<file path="src/rtl/demux.sv">
// rtl/demux.sv - gated one-hot decoder of a binary select
module demux #(
    parameter int OUTPUT_WIDTH = 3,
    parameter int SEL_WIDTH    = (OUTPUT_WIDTH > 1) ? $clog2(OUTPUT_WIDTH) : 1
) (
    input  logic                    en_i,
    input  logic [SEL_WIDTH-1:0]    sel_i,
    output logic [OUTPUT_WIDTH-1:0] out_o
);

    // One bit per output; an out-of-range select or en_i low yields all-zero.
    always_comb begin
        out_o = '0;
        for (int i = 0; i < OUTPUT_WIDTH; i++) begin
            out_o[i] = en_i && (sel_i == SEL_WIDTH'(i));
        end
    end

endmodule

</file>
<file path="src/rtl/stream_demux.sv">
// rtl/stream_demux.sv - packet-locked stream demultiplexer with drop counter
module stream_demux #(
    parameter int DATA_WIDTH  = 8,
    parameter int CHANNELS    = 3,
    parameter int COUNT_WIDTH = 8,
    localparam int SELECTOR_WIDTH = $clog2(CHANNELS)
) (
    input  logic                      clk,
    input  logic                      rst,
    input  logic                      in_valid,
    output logic                      in_ready,
    input  logic [DATA_WIDTH-1:0]     in_data,
    input  logic                      in_last,
    input  logic [SELECTOR_WIDTH-1:0] in_selector,
    output logic [CHANNELS-1:0]       out_valid,
    input  logic [CHANNELS-1:0]       out_ready,
    output logic [DATA_WIDTH-1:0]     out_data,
    output logic                      out_last,
    output logic [COUNT_WIDTH-1:0]    drop_count
);

    typedef enum logic [1:0] {
        ST_IDLE   = 2'd0,
        ST_LOCKED = 2'd1,
        ST_DROP   = 2'd2
    } state_t;

    // One extra bit so the channel count itself is representable when CHANNELS is a power of two.
    localparam logic [SELECTOR_WIDTH:0] CH_LIMIT = (SELECTOR_WIDTH + 1)'(CHANNELS);

    state_t                    state_q, state_d;
    logic                      full_q, full_d;
    logic [SELECTOR_WIDTH-1:0] ch_q, ch_d;
    logic [DATA_WIDTH-1:0]     data_q, data_d;
    logic                      last_q, last_d;
    logic [COUNT_WIDTH-1:0]    drop_q, drop_d;

    logic sel_in_range;
    logic drain;
    logic route_ok;
    logic accept;

    demux #(
        .OUTPUT_WIDTH (CHANNELS),
        .SEL_WIDTH    (SELECTOR_WIDTH)
    ) u_valid_decode (
        .en_i  (full_q),
        .sel_i (ch_q),
        .out_o (out_valid)
    );

    assign sel_in_range = {1'b0, in_selector} < CH_LIMIT;
    // Only the held channel's ready can complete the output handshake.
    assign drain        = |(out_valid & out_ready);
    assign route_ok     = !full_q || drain;
    assign accept       = in_valid && in_ready;

    assign out_data   = data_q;
    assign out_last   = last_q;
    assign drop_count = drop_q;

    // Next-state, input ready, output register load and drop counting.
    always_comb begin
        state_d  = state_q;
        full_d   = full_q;
        ch_d     = ch_q;
        data_d   = data_q;
        last_d   = last_q;
        drop_d   = drop_q;
        in_ready = 1'b0;

        if (drain) begin
            full_d = 1'b0;
        end

        if (!rst) begin
            unique case (state_q)
                ST_IDLE: begin
                    if (sel_in_range) begin
                        in_ready = route_ok;
                        if (in_valid && route_ok) begin
                            full_d = 1'b1;
                            ch_d   = in_selector;
                            data_d = in_data;
                            last_d = in_last;
                            if (!in_last) begin
                                state_d = ST_LOCKED;
                            end
                        end
                    end else begin
                        in_ready = 1'b1;
                        if (in_valid) begin
                            if (drop_q != '1) begin
                                drop_d = drop_q + 1'b1;
                            end
                            if (!in_last) begin
                                state_d = ST_DROP;
                            end
                        end
                    end
                end
                ST_LOCKED: begin
                    in_ready = route_ok;
                    if (in_valid && route_ok) begin
                        full_d = 1'b1;
                        data_d = in_data;
                        last_d = in_last;
                        if (in_last) begin
                            state_d = ST_IDLE;
                        end
                    end
                end
                ST_DROP: begin
                    in_ready = 1'b1;
                    if (in_valid && in_last) begin
                        state_d = ST_IDLE;
                    end
                end
                default: begin
                    state_d = ST_IDLE;
                end
            endcase
        end
    end

    // State and output register update with synchronous reset.
    always_ff @(posedge clk) begin
        if (rst) begin
            state_q <= ST_IDLE;
            full_q  <= 1'b0;
            ch_q    <= '0;
            data_q  <= '0;
            last_q  <= 1'b0;
            drop_q  <= '0;
        end else begin
            state_q <= state_d;
            full_q  <= full_d;
            ch_q    <= ch_d;
            data_q  <= data_d;
            last_q  <= last_d;
            drop_q  <= drop_d;
        end
    end

endmodule
</file>
<file path="config.mk">
export PLATFORM = sky130hd
export DESIGN_NAME = stream_demux
export DESIGN_NICKNAME = d
export VERILOG_FILES = /design/src/rtl/demux.sv /design/src/rtl/stream_demux.sv
export SDC_FILE = /design/constraint.sdc
export NUM_CORES = 1
export LEC_CHECK = 0
export ABC_AREA = 1
export ABC_CLOCK_PERIOD_IN_PS = 1300
export BUFFER_PORTS_ARGS = -buffer_cell sky130_fd_sc_hd__clkbuf_2
export CAP_MARGIN = 5
export CORE_AREA = 5 5 55 57
export CTS_BUF_LIST = sky130_fd_sc_hd__clkbuf_8
export DETAILED_ROUTE_END_ITERATION = 8
export DIE_AREA = 0 0 60 62
export PLACE_DENSITY_LB_ADDON = 0.12
export SLEW_MARGIN = 10
export SYNTH_ARGS = -nofsm -noshare
export SYNTH_HDL_FRONTEND = slang
export SYNTH_HIERARCHICAL = 1
export SYNTH_SLANG_ARGS = --single-unit
</file>
<file path="constraint.sdc">
create_clock -name clk -period 1.3 [get_ports clk]
set_input_delay 0.26 -clock clk [delete_from_list [all_inputs] [get_ports clk]]
set_output_delay 0.26 -clock clk [all_outputs]
set_load 0.03 [all_outputs]
</file>
# Yosys cells after proc, flatten, opt, wreduce, memory -nomap -nowiden
# Cells that the tools add are included.
[totals]
register_bits = 22
input_bits = 17
output_inout_bits = 21
[classes]
n_addsub = 1
n_lt_le_gt_ge = 1
n_eq_ne = 12
muxes = 22
bitwise = 2
n_reduce_logical = 15
[op_table]
columns = ["op", "count"]
rows = [
  ["2-bit two-way mux", 8],
  ["8-bit two-way mux", 2],
  ["8-bit one-hot mux with 2 select lines", 1],
  ["2-bit != test, second input constant", 5],
  ["8-bit by 1-bit adder with 8-bit output, second input constant", 1],
  ["8-bit != test, second input constant", 1],
  ["1-bit two-way mux", 7],
  ["3-bit != test, second input constant", 2],
  ["2-bit one-hot mux with 3 select lines", 1],
  ["6-bit AND reduction", 1],
  ["1-bit logical AND", 5],
  ["2-bit by 1-bit equality test with 1-bit output, second input constant", 2],
  ["2-bit equality test, second input constant", 2],
  ["2-bit zero test", 2],
  ["1-bit one-hot mux with 2 select lines", 2],
  ["4-bit AND reduction", 1],
  ["3-bit bitwise AND", 1],
  ["1-bit one-hot mux with 3 select lines", 1],
  ["3-bit AND reduction", 1],
  ["3-bit OR reduction", 1],
  ["2-bit < comparator, second input constant", 1],
  ["2-bit AND reduction", 1],
  ["2-bit nonzero test", 1],
  ["1-bit zero test", 1],
  ["other kinds (2)", 2],
]

# Logic depth before layout (Yosys ltp)
[logic_depth]
ltp_word = 9
ltp_mapped = 11

# By module
# Netlist, hierarchy kept.
[modules_own_cells]
columns = ["module", "n_inst", "cells_per_inst", "area_each_um2", "seq_area_each_um2"]
rows = [
  ["stream_demux", 1, 155, 1052.3, 440.4],
  ["demux", 1, 7, 26.3, 0.0],
]

# Least setup slack after synthesis
# Ideal clock, no wire load.
[synth_timing]
path_type = "register to output"
start = "reg full_q"
end = "out in_ready"
arrival_time_ns = 1.577
t_required_ns = 1.040
slack_ns = -0.537
path_stages_with_launch = 7
path_buffers = 0
cell_sequence = "dfxtp_1 nand2_1 nor2_1 nand2_1 nand2_1 nor2_1 a21oi_1"
[synth_between]
elab_chain_cells = 7
elab_cells_between_ends = 10
cone_classes = "mux: 3; bitwise: 1; reduce/logical: 6"
[synth_rtl]
columns = ["element", "line", "source"]
rows = [
  ["start: declaration", "stream_demux.sv:32", "logic full_q, full_d;"],
  ["start signal: assignment", "stream_demux.sv:137", "full_q <= full_d;"],
  ["1-bit logical AND *", "demux.sv:15", "out_o[i] = en_i && (sel_i == SEL_WIDTH'(i));"],
  ["via out_valid[0]", "stream_demux.sv:15", "output logic [CHANNELS-1:0] out_valid,"],
  ["3-bit bitwise AND *", "stream_demux.sv:54", "assign drain = |(out_valid & out_ready);"],
  ["3-bit OR reduction *", "stream_demux.sv:54", ""],
  ["1-bit logical OR *", "stream_demux.sv:55", "assign route_ok = !full_q || drain;"],
  ["1-bit two-way mux", "stream_demux.sv:79", "if (sel_in_range) begin"],
  ["1-bit one-hot mux with 3 select lines *", "stream_demux.sv:77", "unique case (state_q)"],
  ["1-bit two-way mux *", "stream_demux.sv:76", "if (!rst) begin"],
  ["end: declaration", "stream_demux.sv:11", "output logic in_ready,"],
]
# Mark *: on every way through the listed nets, which the timed path passes. The rest lies on a longest branch.

# Worst setup path after layout
[layout_timing]
start = "reg ch_q[0]"
end = "out in_ready"
[layout_between]
elab_chain_cells = 8
elab_cells_between_ends = 12
cone_classes = "eq/ne: 2; mux: 3; bitwise: 1; reduce/logical: 6"
[layout_rtl]
columns = ["element", "line", "source"]
rows = [
  ["start: declaration", "stream_demux.sv:33", "logic [SELECTOR_WIDTH-1:0] ch_q, ch_d;"],
  ["start signal: assignment", "stream_demux.sv:138", "ch_q <= ch_d;"],
  ["2-bit by 1-bit equality test with 1-bit output, or another cell as far along", "demux.sv:15", ""],
  ["1-bit logical AND", "demux.sv:15", ""],
  ["3-bit bitwise AND *", "stream_demux.sv:54", ""],
  ["3-bit OR reduction *", "stream_demux.sv:54", ""],
  ["1-bit logical OR *", "stream_demux.sv:55", ""],
  ["1-bit two-way mux", "stream_demux.sv:79", ""],
  ["1-bit one-hot mux with 3 select lines *", "stream_demux.sv:77", ""],
  ["1-bit two-way mux *", "stream_demux.sv:76", ""],
]
# Mark *: on every way between the ends. The rest lies on a longest branch, timed or not.

==> metrics list <==
* Run status: finished, violations left
* Failing checks: setup timing
* Maximum frequency from static timing analysis: 0.637 GHz
* Final standard cell area without fillers: roughly 1800 µm²
* Proportion of netlist area held by the largest area contributor: 0.408
* Total negative slack for setup checks: -2.06 ns
* First-pass iteration count of the detailed router: 4
* RSZ-0062 raised after global routing: yes
- Critical path type: reg -> out
- The first global-routing pass estimated 4560 µm of wire.
* Final Skew: 0.00364 ns
- The share of total power dissipated in sequential elements is 0.358.
* Iteration-0 DRC count of the detailed router: 49
* Clk Tree Root Cell: clkbuf_8
- From synthesis to final layout, the design area changed by 63.2%.
- Nets: around 240
- Main area contributors after synthesis: dfxtp_1 (41%), nor2_1 (15%), nand2_1 (11%)
- After detailed routing, the number of remaining DRC violations is 0.
- The design draws ~2.5 mW.
- The synthesized design contains 0 enable-type register cells.
- Data required time at the worst endpoint: roughly 1.0 ns
* Number of input and output port buffers inserted: 37
- In this run the tightest slew margin relative to its limit is 0.856.
- Among all flip-flop cells after synthesis, the most frequent one is dfxtp_1.
* Portion of the clock cycle consumed by the worst path in the final layout: 1.21
- Register area share after synthesis: 0.408
- Number of buffers created by CTS: 3
- In this run the mean area of a mapped cell was 6.66 µm².
- Clock tree from TritonCTS: built
- For this run, the number of Yosys warnings is 6.
- CTS saw 22 sinks.
- Share of flip-flops with an asynchronous set or reset after synthesis: 0
- Sum of net half-perimeters after detailed placement: 2100 µm
- Routed wire length per instance: 12.4 µm
- Initial core utilization: 0.443
- The core region is ~2400 µm².
* Number of nets with antenna violations after routing: 0
* Power Density: 1450 nW/µm²
* CP startpoint kind: flip-flop
* Max-capacitance violation count: 0
- The worst setup path is captured at an output port.
* Net switching power of the design: 954 µW
- Post-synthesis cell area: around 1100 µm²
- Ratio of cells with drive above 1 in the final layout: 0.527
* Gate power share: 0.394
* Total number of vias: between 1000 and 1500
* Most used standard cell by instance count after synthesis: nor2_1
- Floorplan die area: 3720 µm²
* Placed cell count: 239
- Number of endpoints failing setup at the final stage: 15
* Final hold violation count: 0
- From bottom edge to top edge, the die measures 62 µm.
- Clock buffer depth: 2
- Across every metal layer, demand over resource in global routing totals 0.158.
- Shortest period the worst path allows: ~1.6 ns
- The internal portion of the total power is ~1.6 mW.
- Along the worst path, the maximum fanout reaches 4.
- Routability cong.: between 0.7 and 0.8
* Leakage power: 0.813 nW
- In the post-route analysis, the smallest setup slack over all paths is -0.270 ns.
* Vias per cell: ~5
- For this run the aggregate overflow at the end of global routing stands at 0.
- The commonest cells after synthesis are nor2_1 (43), nand2_1 (33), dfxtp_1 (22), o21ai_0 (19), inv_1 (13).
- Kind of path behind the tightest hold check: in -> reg
* Post-route insts no fill: 250
* Antenna violations before repair: 0
* Antenna Cells: 0
- The biggest area contributor in the post-synthesis netlist is dfxtp_1.
* Gate count after technology mapping: 162
* Horizontal die dimension: ~60 µm
* Count of pins on the block boundary: 38
- After synthesis, the netlist uses 22 different library cells.
- Number of storage elements in the synthesis netlist: 22
- Of the total power, the share spent switching nets is 0.375.
* Worst vdd rail ir drop: roughly 0.94 mV
- At the end of the flow the core is filled with cells to 0.724.
- The clock reaches the later pin of the worst-skew pair after 0.26 ns.
- For the pin with the worst max-slew slack, the measured transition is roughly 0.22 ns.
- The count of pins over their slew limit came to 0.
- Of the total power, the clock network draws 0.248.
- The number of nets in the synthesized netlist is 180.
* Wire length reported by the detailed router: 3100 µm
- Total number of placement rows: 18
* Worst Path Arrival: between 1 and 1.5 ns
* CTS H-tree depth: 1
- The number of global-route vias before repair came to ~1100.
* Clock-pin slew reported for the worst setup and hold paths after clock tree synthesis: 0.08 ns
- For this design, the CTS-stage hold fixing added 0 buffers.
- Placed Area: 1460 µm²
- Pin count of the biggest net entering global routing: 20
[critical path, stage by stage, from the launching register on]
cell     delay (ns)
dfxtp_4        0.40
nand2_4        0.06
nor2_4         0.09
nand2_2        0.06
nand2_2        0.10
nor2_4         0.05
a21oi_4        0.15
buf_8          0.14
[registers in the layout, summed over array words and instances (netlist names)]
signal,flops
drop_count,8
out_data,8
ch_q,2
state_q,2
full_q,1
out_last,1
[layer usage]
| metal | track usage | part of all wire | up-vias |
|---|---|---|---|
| met3 | 0.0310 | 0.045 | 2 |
| met4 | 0.0506 | 0.0052 | 0 |
| met5 | 0 | 0 | - |
| met1 | 0.182 | 0.40 | 574 |
| li1 | - | - | 637 |
| met2 | 0.293 | 0.55 | 29 |
[metrics by stage]
stage | hold slack (ns) | setup WS, ns
2_1_floorplan | 0.322 | -0.0668
6_report | 0.216 | -0.270
5_1_grt | 0.225 | -0.326
4_1_cts | 0.212 | -0.259
3_3_place_gp | 0.466 | -0.0726
3_5_place_dp | 0.474 | -0.129
[layout make-up]
cell class,instances,area (µm²)
well taps,30,37.5
multi-input cells,123,762
repair buffers,54,343
fillers,196,672
flip-flops and latches,22,468
clock buffers,3,41.3
clock inverters,1,30.0
repair inverters,1,8.76
inverters,16,70.1
[power by group through the flow]
stage / Combinational (mW) / Clock (mW) / Sequential, mW
3_3_place_gp: 0.762 / 0 / 0.879
5_1_grt: 1.08 / 0.669 / 0.926
4_1_cts: 0.866 / 0.645 / 0.880
6_report: 1.00 / 0.632 / 0.910
3_5_place_dp: 0.776 / 0 / 0.885
2_1_floorplan: 0.424 / 0 / 0.988
[placed cells by master, fill, tap and decap left out]
cell | synthesis | final
nor3_1 | 3 | 3
nor2_1 | 43 | 29
o21ai_0 | 19 | 4
clkinv_4 | 0 | 1
nor2_4 | 0 | 9
dfxtp_1 | 22 | 12
nor2_2 | 2 | 7
buf_6 | 1 | 2
inv_4 | 0 | 1
a21oi_2 | 1 | 1
dfxtp_4 | 0 | 6
nor3b_2 | 0 | 1
bufinv_16 | 0 | 1
nand3_2 | 1 | 3
clkbuf_2 | 0 | 34
inv_8 | 0 | 1
a21oi_1 | 6 | 4
nand3_4 | 0 | 1
clkbuf_4 | 1 | 1
nand2_4 | 0 | 3
buf_4 | 0 | 15
clkbuf_8 | 0 | 3
nand2_2 | 2 | 8
ha_4 | 0 | 1
nand2_1 | 33 | 25
o21ai_2 | 0 | 5
o21ai_1 | 0 | 10
nand3_1 | 6 | 4
nand3b_1 | 1 | 1
dfxtp_2 | 0 | 4
inv_1 | 13 | 11
o21bai_4 | 1 | 1
buf_8 | 0 | 2
xor2_1 | 1 | 1
a21oi_4 | 0 | 2
inv_2 | 2 | 3
[repair_timing]
action                     4_1_cts  5_1_grt
pin swaps                        6       11
resized for setup               19       39
setup buffers                    3        1
gates cloned                     2        1
setup endpoints to repair       21       25
[worst paths after layout]
path | start | to | slack [ns] | cells past startpoint
setup / recovery | ch_q[0]$_SDFFE_PP0P_ | in_ready | -0.27 | 7
setup reg to reg | ch_q[1]$_SDFFE_PP0P_ | out_data[4]$_SDFFE_PP0P_ | -0.17 | 12
hold reg to reg | out_data[6]$_SDFFE_PP0P_ | out_data[6]$_SDFFE_PP0P_ | 0.49 | 2
hold / removal | rst | drop_count[2]$_SDFFE_PP0P_ | 0.22 | 2
[kinds of logic (layout without fill, tap and decap cells)]
group                      after synthesis  in the layout  synth area share
adders and majority gates                1              1            0.0116
DFF                                     22             22             0.408
and+or+nand+nor                         92             94             0.353
buffers and inverters                   19             75            0.0777
xor gates and xnor gates                 1              1           0.00812
AOI/OAI and AO/OA                       27             27             0.142
(Power assumes the default switching activity.)
